`config.mk`:
```
export PLATFORM = sky130hd
export DESIGN_NAME = nested_addr_gen_bp
export DESIGN_NICKNAME = d
export VERILOG_FILES = /design/src/rtl/nag_pkg.sv /design/src/rtl/nag_dim_counter.sv /design/src/rtl/nested_addr_gen_bp.sv
export SDC_FILE = /design/constraint.sdc
export NUM_CORES = 1
export LEC_CHECK = 0
export CORE_UTILIZATION = 45
export DETAILED_ROUTE_END_ITERATION = 10
export GPL_ROUTABILITY_DRIVEN = 0
export HOLD_SLACK_MARGIN = 0.03
export PLACE_DENSITY_LB_ADDON = 0.1
export SKIP_LAST_GASP = 1
export SLEW_MARGIN = 20
export SYNTH_ARGS = -nofsm -noshare
export SYNTH_HDL_FRONTEND = slang
export SYNTH_SLANG_ARGS = --single-unit
```
`constraint.sdc`:
```
create_clock -name clk -period 4.8 [get_ports clk]
set_clock_uncertainty 0.1 [all_clocks]
set_input_delay 0.96 -clock clk [delete_from_list [all_inputs] [get_ports clk]]
set_output_delay 0.96 -clock clk [all_outputs]
set_load 0.05 [all_outputs]
```
`src/rtl/nag_pkg.sv`:
```
// rtl/nag_pkg.sv - shared state type and config helpers for the nested address generator
package nag_pkg;

  localparam int NAG_FIELD_W = 32;
  localparam int NAG_PACK_W  = 512;

  typedef enum logic [1:0] {
    IDLE,
    RUN,
    FIN
  } nag_state_t;

  // Pull dimension d (aw bits wide) out of a packed per-dimension config bus.
  function automatic logic [NAG_FIELD_W-1:0] unpack_field(
    input logic [NAG_PACK_W-1:0] vec,
    input int unsigned           d,
    input int unsigned           aw
  );
    logic [NAG_PACK_W-1:0] sh;
    sh = vec >> (d * aw);
    return NAG_FIELD_W'(sh) & ((NAG_FIELD_W'(1) << aw) - NAG_FIELD_W'(1));
  endfunction

  function automatic logic [NAG_FIELD_W-1:0] eff_size(input logic [NAG_FIELD_W-1:0] s);
    return (s == '0) ? NAG_FIELD_W'(1) : s;
  endfunction

endpackage

```
`src/rtl/nag_dim_counter.sv`:
```
// rtl/nag_dim_counter.sv - one loop dimension: index plus running address accumulator
module nag_dim_counter #(
  parameter int AW = 16
) (
  input  logic          clk,
  input  logic          reset_n,
  input  logic          clear,
  input  logic          inc,
  input  logic [AW-1:0] ld_acc,
  input  logic [AW-1:0] stride,
  output logic [AW-1:0] idx,
  output logic [AW-1:0] acc,
  output logic [AW-1:0] acc_next
);

  assign acc_next = acc + stride;

  // clear restarts this dimension at ld_acc and wins over inc
  always_ff @(posedge clk or negedge reset_n) begin
    if (!reset_n) begin
      idx <= '0;
      acc <= '0;
    end else if (clear) begin
      idx <= '0;
      acc <= ld_acc;
    end else if (inc) begin
      idx <= idx + AW'(1);
      acc <= acc_next;
    end
  end

endmodule

```
`src/rtl/nested_addr_gen_bp.sv`:
```
// rtl/nested_addr_gen_bp.sv - nested-loop address generator with valid/ready backpressure
module nested_addr_gen_bp
  import nag_pkg::*;
#(
  parameter int AW    = 16,
  parameter int DEPTH = 6
) (
  input  logic                clk,
  input  logic                reset_n,
  input  logic                init_pulse,
  input  logic [AW-1:0]       req_num,
  input  logic [AW-1:0]       base,
  input  logic [DEPTH*AW-1:0] size,
  input  logic [DEPTH*AW-1:0] stride,
  input  logic                wrap_en,
  output logic [AW-1:0]       addr,
  output logic                addr_vld,
  input  logic                addr_rdy,
  output logic [DEPTH-1:0]    last,
  output logic                busy,
  output logic                done
);

  nag_state_t       state;
  logic [AW-1:0]    req_q;
  logic [AW-1:0]    base_q;
  logic [AW-1:0]    cnt;
  logic             wrap_q;
  logic [AW-1:0]    size_last [DEPTH];
  logic [AW-1:0]    stride_q [DEPTH];
  logic [AW-1:0]    size_last_in [DEPTH];
  logic [AW-1:0]    stride_in [DEPTH];
  logic [AW-1:0]    idx [DEPTH];
  logic [AW-1:0]    acc [DEPTH];
  logic [AW-1:0]    acc_next [DEPTH];
  logic [DEPTH-1:0] at_last;
  logic [DEPTH-1:0] last_raw;
  logic [DEPTH-1:0] dim_clear;
  logic [DEPTH-1:0] dim_inc;
  logic [AW-1:0]    ld_acc;
  logic [AW-1:0]    carry_src;
  logic             xfer;
  logic             cnt_hit;
  logic             do_init;
  logic             do_wrap;
  logic             do_adv;

  for (genvar d = 0; d < DEPTH; d++) begin : g_dim
    assign stride_in[d]    = AW'(unpack_field(NAG_PACK_W'(stride), d, AW));
    assign size_last_in[d] = AW'(eff_size(unpack_field(NAG_PACK_W'(size), d, AW)) - NAG_FIELD_W'(1));
    assign at_last[d]      = (idx[d] == size_last[d]);

    nag_dim_counter #(.AW(AW)) u_dim (
      .clk      (clk),
      .reset_n  (reset_n),
      .clear    (dim_clear[d]),
      .inc      (dim_inc[d]),
      .ld_acc   (ld_acc),
      .stride   (stride_q[d]),
      .idx      (idx[d]),
      .acc      (acc[d]),
      .acc_next (acc_next[d])
    );
  end

  always_comb begin
    logic run_last;
    run_last = 1'b1;
    for (int d = 0; d < DEPTH; d++) begin
      run_last    = run_last & at_last[d];
      last_raw[d] = run_last;
    end
  end

  assign xfer    = (state == RUN) && addr_vld && addr_rdy;
  assign cnt_hit = ((cnt + AW'(1)) == req_q);
  assign do_init = init_pulse && (req_num != '0);
  assign do_wrap = !init_pulse && xfer && !cnt_hit && last_raw[DEPTH-1] && wrap_q;
  assign do_adv  = !init_pulse && xfer && !cnt_hit && !last_raw[DEPTH-1];

  // The lowest non-exhausted dimension steps; every dimension below it reloads from its new sum.
  always_comb begin
    logic below;
    below     = 1'b1;
    carry_src = acc_next[0];
    for (int d = 0; d < DEPTH; d++) begin
      if (below) carry_src = acc_next[d];
      dim_inc[d]   = do_adv & below & ~at_last[d];
      dim_clear[d] = do_init | do_wrap | (do_adv & below & at_last[d]);
      below        = below & at_last[d];
    end
  end

  assign ld_acc = do_init ? base : (do_wrap ? base_q : carry_src);
  assign addr   = acc[0];
  assign last   = addr_vld ? last_raw : '0;

  always_ff @(posedge clk or negedge reset_n) begin
    if (!reset_n) begin
      state    <= IDLE;
      addr_vld <= 1'b0;
      busy     <= 1'b0;
      done     <= 1'b0;
      cnt      <= '0;
      req_q    <= '0;
      base_q   <= '0;
      wrap_q   <= 1'b0;
      for (int d = 0; d < DEPTH; d++) begin
        size_last[d] <= '0;
        stride_q[d]  <= '0;
      end
    end else begin
      done <= 1'b0;
      if (init_pulse) begin
        req_q  <= req_num;
        base_q <= base;
        wrap_q <= wrap_en;
        cnt    <= '0;
        for (int d = 0; d < DEPTH; d++) begin
          size_last[d] <= size_last_in[d];
          stride_q[d]  <= stride_in[d];
        end
        if (req_num != '0) begin
          state    <= RUN;
          addr_vld <= 1'b1;
          busy     <= 1'b1;
        end else begin
          state    <= FIN;
          addr_vld <= 1'b0;
          busy     <= 1'b0;
          done     <= 1'b1;
        end
      end else begin
        case (state)
          RUN: begin
            if (xfer) begin
              cnt <= cnt + AW'(1);
              if (cnt_hit || (last_raw[DEPTH-1] && !wrap_q)) begin
                state    <= FIN;
                addr_vld <= 1'b0;
                busy     <= 1'b0;
                done     <= 1'b1;
              end
            end
          end
          FIN:     state <= IDLE;
          default: state <= IDLE;
        endcase
      end
    end
  end

endmodule

```
After elaboration in Yosys (flattened, before gate mapping)

Index checks and enable logic that the tools add are counted.

Register bits after elaboration: 437
Input bits: 229
Logic and storage cells: 183

Add/subtract/negate cells: 19
Equal/unequal tests: 10
Multiplexer cells: 56
Bitwise operators: 34
Reductions and logical operators: 33

Operator list:

| operator                | count |
|---|---|
| $mux W16                | 40 |
| $logic_not A32 Y1       | 6 |
| $add A16 B1 Y16 const B | 7 |
| $eq A16 B16 Y1          | 7 |
| $add A16 B16 Y16        | 6 |
| $sub A16 B1 Y16 const B | 6 |
| $and A1 B1 Y1           | 21 |
| $reduce_bool A2 Y1      | 9 |
| $reduce_bool A16 Y1     | 1 |
| $mux W1                 | 10 |
| $mux W2                 | 5 |
| $logic_and A1 B1 Y1     | 9 |
| $or A1 B1 Y1            | 7 |
| $mux W6                 | 1 |
| $not A1 Y1              | 6 |
| $logic_not A1 Y1        | 4 |
| $reduce_and A2 Y1       | 2 |
| $ne A3 B2 Y1 const B    | 1 |
| $ne A3 B3 Y1 const B    | 1 |
| $reduce_and A3 Y1       | 1 |
| $eq A2 B1 Y1 const B    | 1 |
| $logic_or A1 B1 Y1      | 1 |

Longest topological paths before layout

Gate-level depths: netlist (run 1).

Word-level depth: 12
Depth in mapped cells: 15
Depth with buffers taken out: 14

By module

From an unflattened synthesis (run 1), not the netlist that was laid out.

Cells, all modules: 2750
Area total of the unflattened synthesis: 27136.0 um^2

Modules (own cells, without submodules):

| module                                | times used | cells each | area an instance (um^2) | seq. area each (um^2) |
|---|---|---|---|---|
| nested_addr_gen_bp                    | 1          | 1304       | 13489.2                 | 6130.9 |
| nag_dim_counter at g_dim[0].u_dim ... | 4          | 245        | 2324.7                  | 800.8 |
| nag_dim_counter at g_dim[4].u_dim     | 1          | 231        | 2190.9                  | 800.8 |
| nag_dim_counter at g_dim[1].u_dim     | 1          | 235        | 2157.1                  | 800.8 |

Least setup slack after synthesis (run 1)

OpenSTA, ideal clock, no wires.

Path type: flip-flop to output port
Start point: reg g_dim[0].u_dim.idx[2]
End point: out last[4]
Arrival time: 2.970 ns
Data required time: 3.740 ns
Setup slack: 0.770 ns
Stages on the path, launching flop included: 8
Cells stage by stage: dfrtp_1 xor2_1 nor4_1 nand4_1 nor3_1 clkbuf_1 nand2_1 nor3_1

Word-level cells in the longest chain between the ends: 6

Ends and longest elaborated chain:

| what                        | line                     | text |
|---|---|---|
| start: declaration          | nag_dim_counter.sv:11    | `output logic [AW-1:0] idx,` |
| start signal: assignment    | nag_dim_counter.sv:27    | `idx <= idx + AW'(1);` |
| $eq A16 B16 Y1              | nested_addr_gen_bp.sv:51 | `assign at_last[d] = (idx[d] == size_last[d]);` |
| $and A1 B1 Y1 (4 in series) | nested_addr_gen_bp.sv:70 | `run_last = run_last & at_last[d];` |
| $mux W6                     | nested_addr_gen_bp.sv:96 | `assign last = addr_vld ? last_raw : '0;` |
| end: declaration            | nested_addr_gen_bp.sv:19 | `output logic [DEPTH-1:0] last,` |

Every way passes these cells.

Final worst setup path (run 1)

Start point: reg size_last[81] (netlist name)
End point: out last[1]

Word-level cells in the longest chain between the ends: 3

Ends and longest elaborated chain:

| what                             | line                      | text |
|---|---|---|
| start: declaration               | nested_addr_gen_bp.sv:29  | `logic [AW-1:0] size_last [DEPTH];` |
| start signal: indexed assignment | nested_addr_gen_bp.sv:120 | `size_last[d] <= size_last_in[d];` |
| $eq A16 B16 Y1                   | nested_addr_gen_bp.sv:51  |  |
| $and A1 B1 Y1                    | nested_addr_gen_bp.sv:70  |  |
| $mux W6                          | nested_addr_gen_bp.sv:96  |  |

Every way passes these cells.

==> results.sh, run 1 <==
export IMPL_status="complete, no violations"
export IMPL_async_flop_share_pct=100
export IMPL_ys_flop_type="dfrtp_1"
export IMPL_p_int_mw=9.04
export IMPL_pwr_share_clk_pct=30.4
export IMPL_ys_types=86
export IMPL_postCtsSetupBuffers=0
export IMPL_synth_edff_count=0
export IMPL_remaining_drc_errors=0
export IMPL_worst_setup_path_start_kind="flop"
export IMPL_insertion_delay_ns=0.60
export IMPL_critPathArrivalTime_ns=3.47
export IMPL_synth_seq_area_share_pct=41.5
export IMPL_clockBufferDepth=3
export IMPL_netlist_instances=2803
export IMPL_hold_viol_final=0
export IMPL_crit_family="simple AND/OR/NAND/NOR gates"
export IMPL_clock_sinks=437
export IMPL_grt_pass1_wl_um=126000
export IMPL_root_buffer="clkbuf_16"
export IMPL_dp_hpwl_um=60200
export IMPL_cts_buffers=50
export IMPL_drt_wl_total_um=80200
export IMPL_mostFrequentLayoutCell="dfrtp_1"
export IMPL_synth_nets=3141
export IMPL_path_clk_slew_ns=0.06
export IMPL_required_ns=3.74
export IMPL_grt_antenna_before_repair=2
export IMPL_worst_pin_slew_ns=1.03
export IMPL_period_share_pct=94.4
export IMPL_dieArea_um2=59600
export IMPL_critPathMaxFanout=4
export IMPL_die_w_um=244
export IMPL_fin_tns_setup_ns=0
export IMPL_rsz0062_at_grt="false"
export IMPL_maxSlewViolCount=0
export IMPL_slowest_delay_ns=0.87
export IMPL_netlist_area_um2=26400
export IMPL_relSlewSlack_pct=31.6
export IMPL_start_util_pct=45.6
export IMPL_maxCapViolations=0
export IMPL_hold_path_class="in -> async"
export IMPL_ios=254
export IMPL_cp_end_kind="output pin"
export IMPL_syn2layout_area_growth_pct=20.4
export IMPL_design_core_area_um2=57800
export IMPL_min_period_ns=4.53
export IMPL_grt_pass1_vias=22300
export IMPL_peakVddDrop_mv=0.417
export IMPL_ys_warn_count=0
export IMPL_critical_path_slowest_cell="clkdlybuf4s50_1"
export IMPL_cts_hold_buffers=0
export IMPL_drt_pass1_iter_count=5
export IMPL_num_rows=88
export IMPL_diodes=0
export IMPL_crit_buf_inv=1
export IMPL_vias_per_cell=5.87
export IMPL_vias=22600
export IMPL_finalPower_mw=14.3
export IMPL_swShare_pct=36.7
export IMPL_pwr_share_comb_pct=37.2
export IMPL_worstPathCellList="xor2_1, nor4_1, and4_1, nand2_1, nor2_1, clkdlybuf4s50_1"
export IMPL_syn_avg_cell_area_um2=9.41
export IMPL_grt_usage_pct=26.8
export IMPL_drive_gt1_share_pct=10.7
export IMPL_seq_power_share_pct=32.4
export IMPL_ys_ff_latch=437
export IMPL_grt_max_degree=114
export IMPL_num_fill_cells=5162
export IMPL_nets=3380
export IMPL_dr_first_iter_drc_count=1889
export IMPL_leakagePower_nw=13.2
export IMPL_postRouteAntennaNets=0
export IMPL_setup_violations=0
export IMPL_wl_per_cell_um=20.8
export IMPL_cts_tree="done"
export IMPL_rrSetupSlack_ns=0.50
export IMPL_io_buffers=253
export IMPL_die_h_um=244
export IMPL_fmax_ghz=0.221
export IMPL_powerDensity_nw_per_um2=449
export IMPL_p_switching_mw=5.23
export IMPL_htree_levels=2
export IMPL_crit_type="reg -> out"
export IMPL_cts_repair_resized=0
export IMPL_final_cell_mix="dfrtp_1 (437), nor2_1 (351), clkdlybuf4s50_1 (247)"
export IMPL_grt_ovfl_total=0
-- kinds of logic after synthesis --
kind of cell               after synthesis  synth area share, %
buffers and inverters                  191                 3.16
DFF                                    437                 41.5
adders and majority gates              109                 5.34
muxes                                  155                 6.56
and+or+nand+nor                       1006                 18.2
xor gates and xnor gates               313                 10.4
AOI/OAI and AO/OA                      592                 14.9
-- worst reg2reg max path, delay by kind of cell (launching register included) --
family,cells,cell delay (ns)
AO/OA/AOI/OAI,4,1.30
flip-flops,1,0.45
AND/OR/NAND/NOR,5,1.81
adder cells (fa/ha/maj),1,0.31
buffers and inverters,1,0.24
-- area by class of cell --
type | instances | area [um2] | share of cell area [%]
Clock buffer | 71 | 1480 | 4.67
Clock inverter | 22 | 399 | 1.26
Inverter | 65 | 244 | 0.768
Multi-Input combinational cell | 2175 | 14600 | 46.1
Sequential cell | 437 | 10900 | 34.4
Tap cell | 765 | 957 | 3.01
Timing Repair Buffer | 313 | 3100 | 9.75
-- cells in the mapped netlist, types with 55 or more instances --
master	n	area share, %
xor2_1	168	5.6
xnor2_1	145	4.8
nand2_1	221	3.1
ha_1	103	4.9
nor3_1	87	1.7
clkbuf_1	70	1.0
a21oi_1	156	3.0
nand3_1	78	1.5
dfrtp_1	437	41
inv_1	65	0.92
mux2_2	143	6.1
nor2_1	351	5.0
nor4_1	55	1.3
o21ai_0	122	2.3
-- state kept, by name, indices dropped and copies added (netlist names) --
signal and count:
g_dim.u_dim.acc 96, g_dim.u_dim.idx 96, size_last 96, stride_q 96, base_q 16, cnt 16, req_q 16, state 2
busy 1, done 1, wrap_q 1
-- final timing paths --
| check | end | from | cells past startpoint |
|---|---|---|---|
| max | last[1] | size_last[81]$_DFFE_PN0P_ | 6 |
| min | req_q[8]$_DFFE_PN0P_ | reset_n | 1 |
| max reg2reg | g_dim[3].u_dim.acc[9]$_DFFE_PN0P_ | cnt[0]$_DFFE_PN0P_ | 11 |
| min reg2reg | g_dim[2].u_dim.acc[9]$_DFFE_PN0P_ | g_dim[2].u_dim.acc[9]$_DFFE_PN0P_ | 2 |
| max in group asynchronous | stride_q[27]$_DFFE_PN0P_ | reset_n | 2 |
| min in group clk | g_dim[2].u_dim.acc[9]$_DFFE_PN0P_ | g_dim[2].u_dim.acc[9]$_DFFE_PN0P_ | 2 |
-- metal layers --
layer  vias to the layer above  track usage [%]  wire length [um]  share of wire, %
met3                       157             4.17              5520               6.9
li1                      10500                -                 -                 -
met2                       843             42.1             36700                46
met1                     11000             37.2             35200                44
met4                         0             10.4              2790               3.5
met5                         -                0                 0                 0
-- stage by stage --
stage / area, um2 / hold slack [ns] / cells / worst slack (ns) / utilization (%)
finish: 31800 / 0.308 / 3848 / 0.268 / 54.9
global route: 31800 / 0.380 / 3848 / 0.130 / 54.9
CTS: 31800 / 0.378 / 3848 / 0.243 / 54.9
detailed placement: 29900 / 0.365 / 3755 / 0.425 / 51.7
global placement: 29900 / 0.353 / 3755 / 0.479 / 51.7
floorplan: 26400 / 0.336 / 2803 / 0.770 / -
-- power groups by stage --
stage | combinational, mW | sequential (mW) | clock (mW)
3_5_place_dp | 5.15 | 4.68 | 0
4_1_cts | 5.19 | 4.62 | 4.42
5_1_grt | 5.70 | 4.67 | 4.57
3_3_place_gp | 5.08 | 4.67 | 0
2_1_floorplan | 3.55 | 4.49 | 0
6_report | 5.31 | 4.62 | 4.34
(Power assumes the default switching activity.)
==> inputs of run 2 (changes only) <==
--- a/config.mk
+++ b/config.mk
@@ -10,6 +10,7 @@
 export GPL_ROUTABILITY_DRIVEN = 0
 export HOLD_SLACK_MARGIN = 0.03
 export PLACE_DENSITY_LB_ADDON = 0.1
+export SKIP_CTS_REPAIR_TIMING = 1
 export SKIP_LAST_GASP = 1
 export SLEW_MARGIN = 20
 export SYNTH_ARGS = -nofsm -noshare
==> results of run 2 <==
The final DEF is identical to that of run 1; final timing and power are the same.
